### src/rtl/seven_seg_pkg.sv
// Shared constants for the seven-segment scanner: active-low glyphs {g,f,e,d,c,b,a},
// off patterns and the digit-index width.
package seven_seg_pkg;

  localparam int IDX_W = 2;

  localparam logic [6:0] SEG_OFF = 7'b1111111;
  localparam logic [3:0] AN_OFF  = 4'b1111;

  localparam logic [6:0] GLYPH_0 = 7'b1000000;
  localparam logic [6:0] GLYPH_1 = 7'b1111001;
  localparam logic [6:0] GLYPH_2 = 7'b0100100;
  localparam logic [6:0] GLYPH_3 = 7'b0110000;
  localparam logic [6:0] GLYPH_4 = 7'b0011001;
  localparam logic [6:0] GLYPH_5 = 7'b0010010;
  localparam logic [6:0] GLYPH_6 = 7'b0000010;
  localparam logic [6:0] GLYPH_7 = 7'b1111000;
  localparam logic [6:0] GLYPH_8 = 7'b0000000;
  localparam logic [6:0] GLYPH_9 = 7'b0010000;
  localparam logic [6:0] GLYPH_A = 7'b0001000;
  localparam logic [6:0] GLYPH_B = 7'b0000011;
  localparam logic [6:0] GLYPH_C = 7'b1000110;
  localparam logic [6:0] GLYPH_D = 7'b0100001;
  localparam logic [6:0] GLYPH_E = 7'b0000110;
  localparam logic [6:0] GLYPH_F = 7'b0001110;

endpackage

### src/rtl/seven_seg_scanner_decoder.sv
// Combinational hex nibble to active-low seven-segment pattern.
module seg_decoder
  import seven_seg_pkg::*;
(
  input  logic [3:0] nibble,
  output logic [6:0] seg_pat
);

  always_comb begin
    seg_pat = SEG_OFF;
    case (nibble)
      4'h0: seg_pat = GLYPH_0;
      4'h1: seg_pat = GLYPH_1;
      4'h2: seg_pat = GLYPH_2;
      4'h3: seg_pat = GLYPH_3;
      4'h4: seg_pat = GLYPH_4;
      4'h5: seg_pat = GLYPH_5;
      4'h6: seg_pat = GLYPH_6;
      4'h7: seg_pat = GLYPH_7;
      4'h8: seg_pat = GLYPH_8;
      4'h9: seg_pat = GLYPH_9;
      4'hA: seg_pat = GLYPH_A;
      4'hB: seg_pat = GLYPH_B;
      4'hC: seg_pat = GLYPH_C;
      4'hD: seg_pat = GLYPH_D;
      4'hE: seg_pat = GLYPH_E;
      default: seg_pat = GLYPH_F;
    endcase
  end

endmodule

### src/rtl/seven_seg_scanner.sv
// Four-digit common-anode display scanner: latches value/dp once per frame, multiplexes
// digits with leading-zero blanking, decimal point and a global blank.
module seven_seg_scanner
  import seven_seg_pkg::*;
#(
  parameter int REFRESH_COUNT = 100000,
  parameter int DP_DIGIT      = 2,
  parameter int LZ_BLANK      = 1
) (
  input  logic        clk100Mhz,
  input  logic        rst,
  input  logic [15:0] display_value,
  input  logic        dp_in,
  input  logic        blank,
  output logic [3:0]  an,
  output logic [6:0]  seg,
  output logic        dp_n,
  output logic        frame_tick
);

  localparam int CNT_W = (REFRESH_COUNT > 2) ? $clog2(REFRESH_COUNT) : 1;
  localparam logic [CNT_W-1:0] CNT_LAST = CNT_W'(REFRESH_COUNT - 1);
  localparam logic [IDX_W-1:0] DP_IDX   = IDX_W'(DP_DIGIT);

  logic [CNT_W-1:0] cnt_p0;
  logic [IDX_W-1:0] idx_p0;
  logic [15:0]      val_p0;
  logic             dp_p0;
  logic             init_pending;

  logic             wrap;
  logic             latch_evt;
  logic [3:0]       nibble;
  logic [6:0]       glyph;
  logic             lz_off;
  logic [3:0]       an_next;
  logic [6:0]       seg_next;
  logic             dp_next;

  // A digit is a leading zero when it and every digit above it hold zero.
  function automatic logic digit_blanked(input logic [IDX_W-1:0] k,
                                         input logic [15:0] v,
                                         input logic p);
    logic upper_zero;
    upper_zero = 1'b1;
    for (int d = 0; d < 4; d++) begin
      if (d >= int'(k) && v[d*4 +: 4] != 4'h0) upper_zero = 1'b0;
    end
    return (LZ_BLANK != 0) && (k != '0) && !(p && k <= DP_IDX) && upper_zero;
  endfunction

  assign wrap      = (cnt_p0 == CNT_LAST);
  assign latch_evt = init_pending || (wrap && idx_p0 == IDX_W'(3));
  assign nibble    = val_p0[idx_p0*4 +: 4];

  seg_decoder u_dec (
    .nibble  (nibble),
    .seg_pat (glyph)
  );

  always_comb begin
    lz_off   = digit_blanked(idx_p0, val_p0, dp_p0);
    seg_next = lz_off ? SEG_OFF : glyph;
    an_next  = (lz_off || blank) ? AN_OFF : ~(4'b0001 << idx_p0);
    dp_next  = !((idx_p0 == DP_IDX) && dp_p0 && !blank);
  end

  // Scan state and frame latch; pins register from the current index and latched data.
  always_ff @(posedge clk100Mhz) begin
    if (rst) begin
      cnt_p0       <= '0;
      idx_p0       <= '0;
      val_p0       <= 16'h0000;
      dp_p0        <= 1'b0;
      init_pending <= 1'b1;
      frame_tick   <= 1'b0;
      an           <= AN_OFF;
      seg          <= SEG_OFF;
      dp_n         <= 1'b1;
    end else begin
      cnt_p0 <= wrap ? '0 : cnt_p0 + 1'b1;
      if (wrap) idx_p0 <= idx_p0 + 1'b1;
      if (latch_evt) begin
        val_p0       <= display_value;
        dp_p0        <= dp_in;
        init_pending <= 1'b0;
      end
      frame_tick <= latch_evt;
      an         <= an_next;
      seg        <= seg_next;
      dp_n       <= dp_next;
    end
  end

endmodule
### config.mk
export PLATFORM = sky130hd
export DESIGN_NAME = seven_seg_scanner
export DESIGN_NICKNAME = d
export VERILOG_FILES = /design/src/rtl/seven_seg_pkg.sv /design/src/rtl/seven_seg_scanner_decoder.sv /design/src/rtl/seven_seg_scanner.sv
export SDC_FILE = /design/constraint.sdc
export NUM_CORES = 1
export LEC_CHECK = 0
export ABC_AREA = 1
export CORE_AREA = 2 2 64 82
export DETAILED_ROUTE_END_ITERATION = 7
export DIE_AREA = 0 0 66 84
export MAX_ROUTING_LAYER = met4
export PLACE_DENSITY = 0.78
export SLEW_MARGIN = 20
export SYNTH_ARGS = -nofsm -noshare
export SYNTH_HDL_FRONTEND = slang
export SYNTH_HIERARCHICAL = 1
export SYNTH_SLANG_ARGS = --single-unit
### constraint.sdc
create_clock -name clk100Mhz -period 2.7 [get_ports clk100Mhz]
set_input_delay 0.675 -clock clk100Mhz [delete_from_list [all_inputs] [get_ports clk100Mhz]]
set_output_delay 0.675 -clock clk100Mhz [all_outputs]
set_load 0.03 [all_outputs]
# Yosys cells after proc, flatten, opt, wreduce, memory -nomap -nowiden
# Memory sizes are Yosys's and may differ from the RTL's. A register that Yosys moved wholly into a read port is not among the register bits.
# Index checks and enable logic that the tools add are counted.
[totals]
register_bits = 43
latch_bits = 0
mem_bits_rw = 0
romBits = 112
in_bits = 20
out_inout_bits = 13
word_cells = 47
n_memories = 1
[memory_table]
columns = ["memory", "words", "word_bits", "read_ports", "rd_clocked_by_memory_dff", "write_ports", "line_no", "source"]
rows = [
  ["(name not given)", 16, 7, 1, 1, 0, "seven_seg_scanner_decoder.sv:11", "case (nibble)"],
]
[op_classes]
addsub = 2
n_mul = 0
n_div = 0
order_cmp = 4
eq_ne = 3
n_shift = 2
n_mux = 4
bitwise = 1
n_reduce_logical = 22
[ops]
columns = ["op", "n"]
rows = [
  ["$add A17 B1 Y17 const B", 1],
  ["$eq A17 B17 Y1 const B", 1],
  ["$reduce_bool A4 Y1", 4],
  ["$shiftx A16 B5 Y4", 1],
  ["$logic_and A1 B1 Y1", 9],
  ["$reduce_or A2 Y1", 3],
  ["$eq A2 B2 Y1 const B", 2],
  ["$ge A1 B2 Y1 const A", 2],
  ["$mux W1", 4],
  ["$not A4 Y4", 1],
  ["$shl A1 B2 Y4 const A", 1],
  ["$logic_not A1 Y1", 3],
  ["$add A2 B1 Y2 const B", 1],
  ["$ge A2 B2 Y1 const A", 1],
  ["$le A2 B2 Y1 const B", 1],
  ["$logic_or A1 B1 Y1", 2],
  ["$reduce_bool A2 Y1", 1],
]

# Longest topological paths before layout
[depth]
depth_word = 9
depth_mapped = 14
depth_no_buf = 13

# Modules after synthesis
# The synthesis kept the hierarchy.
[by_module_without_submodules]
columns = ["module", "n_inst", "cells_per_inst", "area_per_inst_um2", "seq_area_each_um2"]
rows = [
  ["seven_seg_scanner", 1, 314, 2273.4, 1001.0],
  ["seg_decoder", 1, 52, 280.3, 0.0],
]

# Worst setup path after synthesis
# OpenSTA, ideal clock, no wires.
[synth_path]
path_kind = "flip-flop to flip-flop"
start = "reg idx_p0[0]"
end = "reg seg[3]"
setup_ps = 136
t_arrival_ps = 1868
t_required_ps = 2564
slack_ps = 696
path_stages_with_launch = 12
path_buffers = 1
period_less_slack_ps = 2004
path_cell_list = "dfxtp_1 -> inv_1 -> clkbuf_1 -> a21oi_1 -> a21oi_1 -> inv_1 -> ha_1 -> nand2_1 -> nand3_1 -> nand2_1 -> inv_1 -> nand2_1"
[synth_via]
word_cells_on_any_way = 18
cone_classes = "order compare: 4; shift: 1; mux: 4; reduce/logical: 9"
[synth_rtl]
columns = ["item", "line_no", "source"]
rows = [
  ["from (decl)", "seven_seg_scanner.sv:26", "logic [IDX_W-1:0] idx_p0;"],
  ["from (signal assigned)", "seven_seg_scanner.sv:82", "if (wrap) idx_p0 <= idx_p0 + 1'b1;"],
  ["$shiftx A16 B5 Y4", "seven_seg_scanner.sv:54", "assign nibble = val_p0[idx_p0*4 +: 4];"],
  ["named net nibble[0]", "seven_seg_scanner.sv:33", "logic [3:0] nibble;"],
  ["to (decl)", "seven_seg_scanner.sv:16", "output logic [6:0] seg,"],
]
# The timed path passes the listed nets, and every way through them passes these cells.
# A chain may end at the register's enable or synchronous reset.

# Final worst setup path
# Ends and elaborated chain as after synthesis.

==> flow_summary.ini <==
[logic_synthesis]
yosysTopAreaCell = dfxtp_1
synthTopCellsByArea = dfxtp_1 39%, nand2_1 12%, inv_1 7.5%
ys_types = 29
yosysWarnings = 6
syn_inst = 366
synth_nets = 398
avgSynthCellArea_sq_um = 6.98
synth_area_sq_mm = 0.00255
ys_ff_latch = 50
ys_seq_area_share_pct = 39.2
synth_top_area_share_pct = 39.2

[sta]
hold_viol = 0
setup_tns_ps = 0
min_period_ps = 2270
clock-skew-final_ps = 10.9
maxSlewViolCount = 0
fmax_mhz = 441
tightest_slew_ps = 633
slew_headroom_pct = 57.6
setup_viol = 0
holdWs_ps = 438
fin_crit_sh_pct = 84.0
rsz0062_at_grt = false

[route]
wl_um = 4900
via_per_inst = 4.89
antenna_left = 0
drc = 0
drt-wirelength-per-cell_um = 10.7
drt_iter0_markers = 127
vias = 2243
dr.pass1.iters = 4

[setup_path]
arrival_ps = 2440
required_ps = 2870
critical_path_class = flip-flop to flip-flop
worst_setup_path_start_kind = flip-flop
worstPathMaxFanout = 14
crit_path_end_kind = flip-flop

[cells_and_area]
fin_nets = 428
final_cell_mix = 84 x nand2_1, 51 x inv_1, 50 x dfxtp_1
layout.cells.most_common = nand2_1
instances_no_fill = 459
syn_to_final_growth_pct = 17.9
final_cell_area_sq_mm = 0.00301
layout-drive-gt1-share_pct = 6.05
antenna_cells = 0

[floorplanning]
initial_core_util_pct = 52.5
die_h_um = 84
io_pins = 33
die-area_sq_mm = 0.00554
rows = 29
die_w_um = 66
fp.coreArea_sq_mm = 0.00486

[clock_network]
cts_root_buf = clkbuf_8
clk_path_buf_depth = 2
postCtsSetupBuffers = 0
insertion_delay_ps = 310
cts.sinks = 50
ctsResizeCount = 0
cts_buffers = 5
cts_tree = built
clk_pin_slew_ps = 90
cts_hold_buf = 0
ctsHtreeMaxLevel = 2

[global_route]
grt_overflow = 0
use_met1_pct = 22.4
use_met3_pct = 3.64
grt_pass1_vias = 2019
antenna_found_initial = 0
grt_usage_pct = 19.3
met2_usage_pct = 33.2
grt_pass1_wl_um = 8380
busiest_layer = met2
grt_max_degree = 36

[placed_design]
gp_congestion = 0.911
placed_cell_area_sq_mm = 0.00290
port_buffers = 32
numPlacedInstances = 451
hpwl_um = 3590

[run]
cap_violations = 0

[power]
p_leak_uw = 0.00134
pwr_density_cell_mw_per_mm2 = 508
worst_ir_drop_vdd_v = 0.000324

[status]
outcome = finished clean

[worst_hold_path]
hp-class = flip-flop to flip-flop
==> metal layers <==
metal / wire length [um] / vias up
li1: - / 1206
met1: 2200 / 987
met2: 2460 / 45
met3: 179 / 5
met4: 65 / 0
met5: 0 / -
==> area by class of cell <==
class                      instances  area [sq um]
timing repair buffer              37           358
clock buffer                       5          68.8
fill                             463          1850
inverter                          55           206
tap                               62          77.6
sequential                        50          1000
multi-input combinational        247          1250
clock inverter                     3          45.0
==> cell families (layout without fill, tap and decap cells) <==
family	count (synthesis)	count (layout)	synth area share, %
simple gates	175	175	30.2
buf+inv	69	100	11.7
compound gates	53	53	10.7
flops	50	50	39.2
xor+xnor	7	7	2.40
fa+ha+maj	12	12	5.88
==> state kept, by name, summed over array words and instances (netlist names) <==
register	cells
cnt_p0	17
val_p0	16
seg	7
an	4
idx_p0	2
dp_n	1
dp_p0	1
frame_tick	1
init_pending	1
==> synthesized netlist by cell type <==
library cell,number
a211oi_1,1
a21oi_1,38
a31oi_1,2
buf_2,4
buf_4,1
buf_6,4
clkbuf_1,5
clkinv_1,2
dfxtp_1,50
ha_1,12
inv_1,51
inv_2,2
nand2_1,84
nand2_2,1
nand3_1,33
nand3_2,2
nand4_1,4
nand4_4,1
nor2_1,39
nor2_2,4
nor3_1,4
nor3b_1,1
nor3b_2,1
o21ai_0,9
o21ai_1,2
o21bai_1,1
or2_0,1
xnor2_1,1
xor2_1,6
==> power by group <==
part           switching, uW  internal (uW)
logic                    123           96.6
clock network            249            275
registers               13.8            771
total                    386           1140
==> critical path, stage by stage (launching register included) <==
cell     delay, ps
dfxtp_1        490
inv_1          250
o21ai_0        200
a21oi_1         60
a21oi_1        340
inv_1          190
ha_1           340
nand2_1         60
nand3_1         80
nand2_1         50
inv_1           40
nand2_1         40
==> path summary, 6_finish.rpt <==
kind / from / to / slack [ps] / cells past startpoint
min reg2reg: dp_p0$_SDFFE_PP0P_ / dp_n$_SDFF_PP1_ / 440 / 1
min: dp_p0$_SDFFE_PP0P_ / dp_n$_SDFF_PP1_ / 440 / 1
max: idx_p0[0]$_SDFFE_PP0P_ / seg[3]$_SDFF_PP1_ / 430 / 11
max reg2reg: idx_p0[0]$_SDFFE_PP0P_ / seg[3]$_SDFF_PP1_ / 430 / 11
==> per-stage QoR <==
| stage | power (uW) | util, % | worst slack [ps] |
|---|---|---|---|
| 6_report | 1530 | 61.9 | 432 |
| 2_1_floorplan | 944 | - | 696 |
| 5_1_grt | 1590 | 61.9 | 198 |
| 3_5_place_dp | 1020 | 59.6 | 445 |
| 4_1_cts | 1540 | 61.9 | 437 |
| 3_3_place_gp | 1020 | 59.6 | 606 |
Note: power is estimated with default switching activity, not from simulation.
